`src/rtl/debounce_entradas3_pkg.sv`:
```
// Shared constants and helpers for the three-channel input debouncer.
// Debounce length, channel count and counter sizing live here.
package debounce_entradas3_pkg;

   localparam int DEBOUNCE_CYCLES_DEF = 4;
   localparam int NUM_CANAIS          = 3;

   typedef logic [NUM_CANAIS-1:0] canais_t;

   // The counter must hold up to n-1; at least one bit even for tiny n.
   function automatic int cnt_largura(input int n);
      int w;
      w = $clog2(n);
      if (w < 1) w = 1;
      return w;
   endfunction

endpackage

```
`src/rtl/debounce_canal.sv`:
```
// One debounce channel: 2-FF synchroniser, persistence counter, stable level
// and a registered rising-edge pulse. 'muda' flags the edge on which the level flips.
module debounce_canal
   import debounce_entradas3_pkg::*;
#(
   parameter int DEBOUNCE_CYCLES = DEBOUNCE_CYCLES_DEF
) (
   input  logic clk,
   input  logic rst_n,
   input  logic raw,
   output logic nivel,
   output logic pulso,
   output logic muda
);

   localparam int CNT_W = cnt_largura(DEBOUNCE_CYCLES);

   logic             sync1;
   logic             sync2;
   logic [CNT_W-1:0] cnt;
   logic             fim;

   // The new level has persisted long enough; it is adopted on this edge.
   assign fim  = (sync2 != nivel) && (cnt == CNT_W'(DEBOUNCE_CYCLES - 1));
   assign muda = fim;

   always_ff @(posedge clk or negedge rst_n) begin
      if (!rst_n) begin
         sync1 <= 1'b0;
         sync2 <= 1'b0;
         cnt   <= '0;
         nivel <= 1'b0;
         pulso <= 1'b0;
      end else begin
         sync1 <= raw;
         sync2 <= sync1;
         pulso <= fim & sync2;
         if (sync2 == nivel) begin
            cnt <= '0;
         end else if (fim) begin
            nivel <= sync2;
            cnt   <= '0;
         end else begin
            cnt <= cnt + CNT_W'(1);
         end
      end
   end

endmodule

```
`src/rtl/debounce_entradas3.sv`:
```
// Three independent debounced inputs feeding the 3-to-2 BCD encoder, with
// per-channel rise pulses and a shared any-change strobe.
module debounce_entradas3
   import debounce_entradas3_pkg::*;
#(
   parameter int DEBOUNCE_CYCLES = DEBOUNCE_CYCLES_DEF
) (
   input  logic clk,
   input  logic rst_n,
   input  logic raw_e1,
   input  logic raw_e2,
   input  logic raw_e3,
   output logic e1,
   output logic e2,
   output logic e3,
   output logic p1,
   output logic p2,
   output logic p3,
   output logic mudou
);

   canais_t raw_vec;
   canais_t nivel_vec;
   canais_t pulso_vec;
   canais_t muda_vec;

   assign raw_vec = {raw_e3, raw_e2, raw_e1};

   for (genvar i = 0; i < NUM_CANAIS; i++) begin : g_canal
      debounce_canal #(
         .DEBOUNCE_CYCLES(DEBOUNCE_CYCLES)
      ) u_canal (
         .clk   (clk),
         .rst_n (rst_n),
         .raw   (raw_vec[i]),
         .nivel (nivel_vec[i]),
         .pulso (pulso_vec[i]),
         .muda  (muda_vec[i])
      );
   end

   assign e1 = nivel_vec[0];
   assign e2 = nivel_vec[1];
   assign e3 = nivel_vec[2];
   assign p1 = pulso_vec[0];
   assign p2 = pulso_vec[1];
   assign p3 = pulso_vec[2];

   // Registered alongside the levels so the strobe lines up with the change.
   always_ff @(posedge clk or negedge rst_n) begin
      if (!rst_n) begin
         mudou <= 1'b0;
      end else begin
         mudou <= |muda_vec;
      end
   end

endmodule
```
`config.mk`:
```
export PLATFORM = sky130hd
export DESIGN_NAME = debounce_entradas3
export DESIGN_NICKNAME = d
export VERILOG_FILES = /design/src/rtl/debounce_entradas3_pkg.sv /design/src/rtl/debounce_canal.sv /design/src/rtl/debounce_entradas3.sv
export SDC_FILE = /design/constraint.sdc
export NUM_CORES = 1
export LEC_CHECK = 0
export CORE_AREA = 2 2 41 43
export DETAILED_ROUTE_END_ITERATION = 10
export DIE_AREA = 0 0 43 45
export PLACE_DENSITY = 0.69
export SYNTH_ARGS = -nofsm -noshare
export SYNTH_HDL_FRONTEND = slang
export SYNTH_SLANG_ARGS = --single-unit
```
`constraint.sdc`:
```
create_clock -name clk -period 1.5 [get_ports clk]
set_clock_uncertainty 0.05 [all_clocks]
set_input_delay 0.15 -clock clk [delete_from_list [all_inputs] [get_ports clk]]
set_output_delay 0.15 -clock clk [all_outputs]
set_load 0.05 [all_outputs]
```
==> results of run 1 <==
==> cell usage in the layout (no fill, tap or decap) <==
cell / synthesis / layout
clkbuf_4: 0 / 3
nand2_1: 3 / 3
and2_1: 2 / 2
nor2_1: 3 / 3
dfrtp_1: 19 / 19
buf_12: 0 / 3
o21ai_0: 3 / 3
a222oi_1: 1 / 1
nor3b_2: 1 / 1
ha_1: 3 / 3
clkdlybuf4s50_1: 0 / 4
xor2_1: 3 / 3
and2_2: 1 / 1
inv_1: 4 / 4
buf_4: 0 / 5
nor3b_1: 2 / 2
clkbuf_1: 0 / 1
==> area by class of cell <==
| type | count | share of cell area |
|---|---|---|
| tap | 16 | 0.0240 |
| inverter | 4 | 0.0180 |
| clock buffer | 4 | 0.0315 |
| multi-input combinational | 22 | 0.191 |
| timing repair buffer | 12 | 0.165 |
| sequential | 19 | 0.571 |
==> registers in the layout (all words and copies together), names as in the netlist <==
register	flops
g_canal.u_canal.sync2	3
g_canal.u_canal.sync1	3
g_canal.u_canal.cnt	6
g_canal.u_canal.pulso	3
mudou	1
g_canal.u_canal.nivel	3
==> power by group <==
part	switching [W]	total, W	internal, W
clock	0.000139	0.000242	0.000103
sequential	0.0000977	0.000734	0.000636
combinational	0.000314	0.000589	0.000274
total	0.000551	0.00157	0.00101
==> critical path: cells and delay by family (launching register included) <==
kind	cells	cell delay, ns
compound gates	1	0.35
buf+inv	1	0.06
xor+xnor	1	0.20
flops	1	0.45
==> logic make-up after synthesis <==
kind of cell / share of synthesized area
XOR/XNOR: 0.0405
buffers and inverters: 0.0231
AND/OR/NAND/NOR: 0.108
adder cells (fa/ha/maj): 0.0578
flip-flops: 0.732
AO/OA/AOI/OAI: 0.0385
==> worst max path at each step <==
stage	endpoint	slack [ns]	cells past startpoint
final	mudou	0.28	3
after global routing	mudou	0.20	3
after CTS	mudou	0.26	3
after detailed placement	mudou	0.27	3
after global placement	mudou	0.32	3
after floorplan	mudou	0.12	3
==> routing by layer <==
layer	share of wire	global-route usage	routed length, µm
met1	0.46	0.136	375
met2	0.47	0.152	388
met3	0.055	0.0240	45
met4	0.0098	0.0727	8
met5	0	0	0
==> per-stage QoR <==
stage	hold slack (ns)	instances	worst slack (ns)	power (W)	area, µm²
global route	0.150	77	0.202	0.00166	833
finish	0.142	77	0.285	0.00157	833
CTS	0.142	77	0.258	0.00159	833
floorplan	-0.196	45	0.119	0.00108	649
global placement	0.282	73	0.319	0.00133	807
detailed placement	0.287	73	0.265	0.00134	807
==> synth_stat cells (all sizes together) <==
master,n
nand2,3
and2,3
inv,4
o21ai,3
a222oi,1
nor2,3
xor2,3
ha,3
dfrtp,19
nor3b,3
==> impl_metrics.ini, run 1 <==
[layout]
areaGrowthSynthToFinish_pct = 28.3
nNetsFinal = 70
drive_gt1_frac = 0.213
fillCellCount = 120
antenna_cells = 0
fin_util = 0.566
ff_latch_area_um2 = 475
multi_input_area_um2 = 159

[timing]
worstMarginPinSlew_ns = 0.276
fin_tns_setup_ns = 0
hold_viol_final = 0
relSlewSlack = 0.816
rsz0062_at_grt = false
timing.final.crit_period_ns = 1.22
setup_viol = 0
timing.final.crit_share = 0.810
slew_viol_final = 0
fmax_ghz = 0.823

[synth]
synth.distinct_cells = 12
synthTopCellsByArea = dfrtp_1, ha_1, xor2_1
synth_nets = 53
synth_top_area_frac = 0.732
yosys_warnings = 0
yosysTopAreaCell = dfrtp_1
syn-cell-area_um2 = 649
ys_seq_area_frac = 0.732
synth.ff_latch_count = 19
synthCells = 45
avgSynthCellArea_um2 = 14.4

[min_path]
hp-class = in2async

[clocking]
clkTransAtPathRegs_ns = 0.10
cts_buffer_depth = 2
holdBufCountCts = 0
cts_setup_buffers = 0
root_buffer = clkbuf_4
cts.sinks = 19
htreeDepth = 1
cts_inserted_buffers = 3
clkLatencyLatePin_ns = 0.28
cts_tree = built
cts_resized = 0

[placement]
portBuffers = 11
gp_congestion = 0.649
dpl.hpwl_um = 622

[grt]
grt_usage = 0.103
grt_pass1_wl_mm = 1.44
grt.overflow.total = 0
grt_max_degree = 20
grt_pass1_vias = 339
antenna_found_initial = 0

[critical_path]
worstPathArrival_ns = 1.34
cp_max_fo = 4
reg2reg_from = g_canal[2].u_canal.nivel
path_cells = xor2_1 > a222oi_1 > inv_1
required_ns = 1.62
crit_slowest_cell = dfrtp_1
r2r_cells = 3
cpPeakStageDelay_ns = 0.45
reg2reg_slack_ns = 0.28
criticalPathCategory = reg2reg
startpoint_type = register
critPathCaptureType = register
startpoint = g_canal[2].u_canal.nivel
worstReg2RegEnd = mudou

[route]
ant_nets = 0
first_pass_iters = 4
first_iter_violations = 2
drc_errors = 0
post_drt_wl_per_cell_um = 10.6
finalWirelength_um = 817
drt-vias-per-instance = 4.57
num_vias = 352

[die]
pin_count = 12
die_w_um = 43
die_y_um = 45
std_cell_rows = 14
design.core.area_um2 = 1470
dieArea_um2 = 1940
initial_core_util = 0.441

[status]
status = complete, no violations

[power]
p_per_area_nw_per_um2 = 1880
vdd_ir_drop_max_mv = 0.927
power_leakage_nw = 0.421

[job]
drv_cap = 0
Note: power is estimated with default switching activity, not from simulation.
==> run 2: changes to the inputs <==
- clock period: 1.5 -> 1.19 ns (I/O delays scaled with it)
==> impl_metrics.ini, run 2 (synthesis results as in run 1) <==
[layout]
largest-register = g_canal.u_canal.cnt
ff_latch_area_um2 = 479
largest_reg_flops = 6
nNetsFinal = 74
multi_input_area_um2 = 159
fillCellCount = 132
mostFrequentLayoutCells = dfrtp_1, buf_12, inv_1, clkdlybuf4s50_1
areaGrowthSynthToFinish_pct = 42.4
final_cell_count_no_fill = 81
antenna_cells = 0
drive_gt1_frac = 0.308
layout_commonest_cell = dfrtp_1

[clocking]
clkTransAtPathRegs_ns = 0.10
cts_tree = built
cts_inserted_buffers = 3
clkLatencyLatePin_ns = 0.28
cts_setup_buffers = 0
cts_buffer_depth = 2
root_buffer = clkbuf_4
cts.sinks = 19
htreeDepth = 1

[grt]
grt_usage = 0.116
grt_max_degree = 20
antenna_found_initial = 0
grt_use_met3 = 0.0240
grt_pass1_wl_mm = 1.63
use_met1 = 0.152
grt.overflow.total = 0
grt_pass1_vias = 387
grt_use_met2 = 0.179
top_usage_layer = met2

[timing]
rsz0062_at_grt = false
slew_viol_final = 0
timing.final.crit_period_ns = 1.17
whs_ns = 0.104
timing.final.crit_share = 0.985
hold_viol_final = 0
fmax_ghz = 0.853
setup_viol = 0
relSlewSlack = 0.823
setup_ws_ns = 0.0181
fin_tns_setup_ns = 0
worstMarginPinSlew_ns = 0.266

[placement]
dpl.hpwl_um = 615
place_inst = 77
dp_slack_ns = 0.0268
gp_congestion = 0.657
portBuffers = 11

[die]
design.core.area_um2 = 1470
pin_count = 12
std_cell_rows = 14
initial_core_util = 0.441
dieArea_um2 = 1940
die_y_um = 45
die_w_um = 43

[route]
post_drt_wl_per_cell_um = 9.95
num_vias = 371
drc_errors = 0
first_pass_iters = 4
finalWirelength_um = 806
ant_nets = 0
first_iter_violations = 5
drt-vias-per-instance = 4.58

[power]
vdd_ir_drop_max_mv = 1.21
p_int_w = 0.00141
power_leakage_nw = 0.451
switching_power_w = 0.000721
comb_power_share = 0.426
switching_share = 0.338
p_seq_frac = 0.432
p_clk_frac = 0.142
p_per_area_nw_per_um2 = 2310

[critical_path]
startpoint_type = register
worstPathArrival_ns = 1.29
critPathCaptureType = register
r2r_cells = 3
cp_max_fo = 2
criticalPathCategory = reg2reg
reg2reg_slack_ns = 0.02
required_ns = 1.31

[job]
drv_cap = 0

[status]
status = complete, no violations

[min_path]
hp-class = in2async
[run 2: cell count changes in the layout (fill, tap and decap cells not counted)]
cell,previous run,this run
dfrtp_1,19,16
buf_6,0,2
buf_12,3,7
dfrtp_2,0,3
buf_4,5,3
[run 2: worst max-delay path, stage by stage, from the launching register on]
cell,delay [ns]
dfrtp_1,0.40
ha_1,0.21
a222oi_1,0.33
inv_1,0.07
[run 2: final timing paths]
check / endpoint / from
min in group clk: g_canal[2].u_canal.sync1 / raw_e3
hold / removal: g_canal[1].u_canal.pulso / rst_n
max in group asynchronous: g_canal[0].u_canal.nivel / rst_n
setup reg to reg: mudou / g_canal[2].u_canal.cnt[0]
setup / recovery: mudou / g_canal[2].u_canal.cnt[0]
hold reg to reg: g_canal[0].u_canal.sync2 / g_canal[0].u_canal.sync1
[run 2: repair_timing]
action                                  in CTS  in global routing
resized for setup                            0                  2
hold buffers                                 0                  0
endpoints found under the hold margin        0                  0
endpoints found under the setup margin       0                  2
[run 2: area by class of cell]
class	count	share of cell area
flip-flops and latches	19	0.518
repair buffers	16	0.244
multi-input cells	22	0.172
clock buffers	4	0.0284
well taps	16	0.0217
inverters	4	0.0162
[run 2: routing by layer]
metal  up-vias  routed length, µm
li1        188                  -
met1       171                390
met2        10                361
met3         2                 45
met4         0                  9
met5         -                  0
[run 2: stage by stage]
stage / area, µm² / power, W / util
finish: 925 / 0.00213 / 0.628
CTS: 917 / 0.00213 / 0.623
global placement: 891 / 0.00181 / 0.605
detailed placement: 891 / 0.00183 / 0.605
global route: 925 / 0.00228 / 0.628
floorplan: 653 / 0.00137 / -
[run 2: power groups by stage]
stage	clock (W)	combinational, W	sequential, W
floorplan	0	0.000224	0.00114
global placement	0	0.000885	0.000923
detailed placement	0	0.000895	0.000933
CTS	0.000309	0.000901	0.000919
global route	0.000338	0.00100	0.000946
finish	0.000303	0.000908	0.000922
==> run 3: changes to the inputs <==
- CORE_AREA: 2 2 41 43 -> 2 2 39 41
- DIE_AREA: 0 0 43 45 -> 0 0 41 43
- GPL_TIMING_DRIVEN: not set -> 0
- PLACE_DENSITY: 0.69 -> 0.75
- clock period: 1.19 -> 1.48 ns (I/O delays scaled with it)
==> impl_metrics.ini, run 3 (synthesis results as in run 1) <==
[grt]
grt_max_degree = 20
grt_usage = 0.125
grt_pass1_wl_mm = 1.47
grt.overflow.total = 0
antenna_found_initial = 0
grt_pass1_vias = 356

[critical_path]
reg2reg_slack_ns = 0.27
critPathBufInv = 1
r2r_cells = 3
reg2reg_from = g_canal[2].u_canal.cnt[0]
worstReg2RegEnd = mudou
crit_slowest_cell = dlygate4sd2_1
cpPeakStageDelay_ns = 0.54
path_depth = 1
startpoint_type = register
criticalPathCategory = reg2out
crit_family = buffers and inverters
path_cells = dlygate4sd2_1
crit_end = e3
startpoint = g_canal[2].u_canal.nivel
critPathCaptureType = output port
worstPathArrival_ns = 1.22
cp_max_fo = 4
required_ns = 1.28

[clocking]
clkLatencyLatePin_ns = 0.28
clkTransAtPathRegs_ns = 0.10
cts_tree = built
cts_buffer_depth = 2
cts_resized = 7
root_buffer = clkbuf_4
cts_inserted_buffers = 3
htreeDepth = 1
cts_setup_buffers = 0
cts.sinks = 19
holdBufCountCts = 0

[power]
p_seq_frac = 0.493
switching_share = 0.371
p_clk_frac = 0.170
p_int_w = 0.000928
comb_power_share = 0.337
power_leakage_nw = 0.415
p_per_area_nw_per_um2 = 1840
vdd_ir_drop_max_mv = 0.877
switching_power_w = 0.000547
power_w = 0.00147

[route]
finalWirelength_um = 873
first_pass_iters = 4
ant_nets = 0
drt-vias-per-instance = 4.79
post_drt_wl_per_cell_um = 11.5
drc_errors = 0
first_iter_violations = 4
num_vias = 364

[layout]
ff_latch_area_um2 = 475
mostFrequentLayoutCells = dfrtp_1, dlygate4sd2_1, inv_1, clkdlybuf4s50_1
nNetsFinal = 69
areaGrowthSynthToFinish_pct = 23.1
drive_gt1_frac = 0.0833
fillCellCount = 121
largest-register = g_canal.u_canal.cnt
layout_commonest_cell = dfrtp_1
fin_util = 0.578
antenna_cells = 0
largest_reg_flops = 6
multi_input_area_um2 = 159

[timing]
timing.final.crit_period_ns = 1.42
worstMarginPinSlew_ns = 0.791
whs_ns = 0.239
fmax_ghz = 0.703
timing.final.crit_share = 0.961
setup_viol = 0
relSlewSlack = 0.471
rsz0062_at_grt = false
hold_viol_final = 0
fin_tns_setup_ns = 0
slew_viol_final = 0
setup_ws_ns = 0.0570

[placement]
dpl.hpwl_um = 662
gp_congestion = 0.639
portBuffers = 11
dp_slack_ns = 0.0752

[die]
std_cell_rows = 14
design.core.area_um2 = 1380
initial_core_util = 0.469
pin_count = 12
die_y_um = 43
die_w_um = 41
dieArea_um2 = 1760

[status]
status = complete, no violations

[job]
drv_cap = 0

[min_path]
hold_start = raw_e3
hp-class = in2reg
-- run 3: cell count changes in the layout (fill, tap and decap cells not counted), sizes merged --
cell           delta
clkdlybuf4s15     +2
buf              -12
dlygate4sd2       +5
-- run 3: worst min path at each step --
stage | end | slack [ns] | cells past startpoint
after global routing | g_canal[2].u_canal.sync1 | 0.23 | 1
after CTS | g_canal[2].u_canal.sync1 | 0.24 | 1
after floorplan | g_canal[0].u_canal.cnt[0] | -0.20 | 0
final | g_canal[2].u_canal.sync1 | 0.24 | 1
after detailed placement | g_canal[1].u_canal.sync2 | 0.29 | 0
after global placement | g_canal[2].u_canal.sync2 | 0.28 | 0
-- run 3: area by class of cell --
cell class	instances	share of cell area
sequential	19	0.595
multi-input combinational	22	0.199
timing repair buffer	11	0.130
clock buffer	4	0.0329
tap	16	0.0250
inverter	4	0.0188
-- run 3: layer usage --
| metal | up-vias | global-route usage | share of wire |
|---|---|---|---|
| met5 | - | 0 | 0 |
| li1 | 175 | - | - |
| met3 | 4 | 0.0314 | 0.056 |
| met2 | 12 | 0.178 | 0.50 |
| met4 | 0 | 0.0800 | 0.027 |
| met1 | 173 | 0.164 | 0.42 |
-- run 3: per-stage QoR --
| step | cell area (µm²) | instances |
|---|---|---|
| after floorplan | 649 | 45 |
| after global placement | 779 | 72 |
| after detailed placement | 779 | 72 |
| after CTS | 797 | 76 |
| after global routing | 800 | 76 |
| final | 800 | 76 |
-- run 3: power groups by stage --
stage	Clock, W	Combinational [W]	Sequential [W]
5_1_grt	0.000280	0.000547	0.000740
4_1_cts	0.000252	0.000506	0.000727
3_5_place_dp	0	0.000541	0.000740
2_1_floorplan	0	0.000181	0.000910
3_3_place_gp	0	0.000520	0.000727
6_report	0.000251	0.000498	0.000727
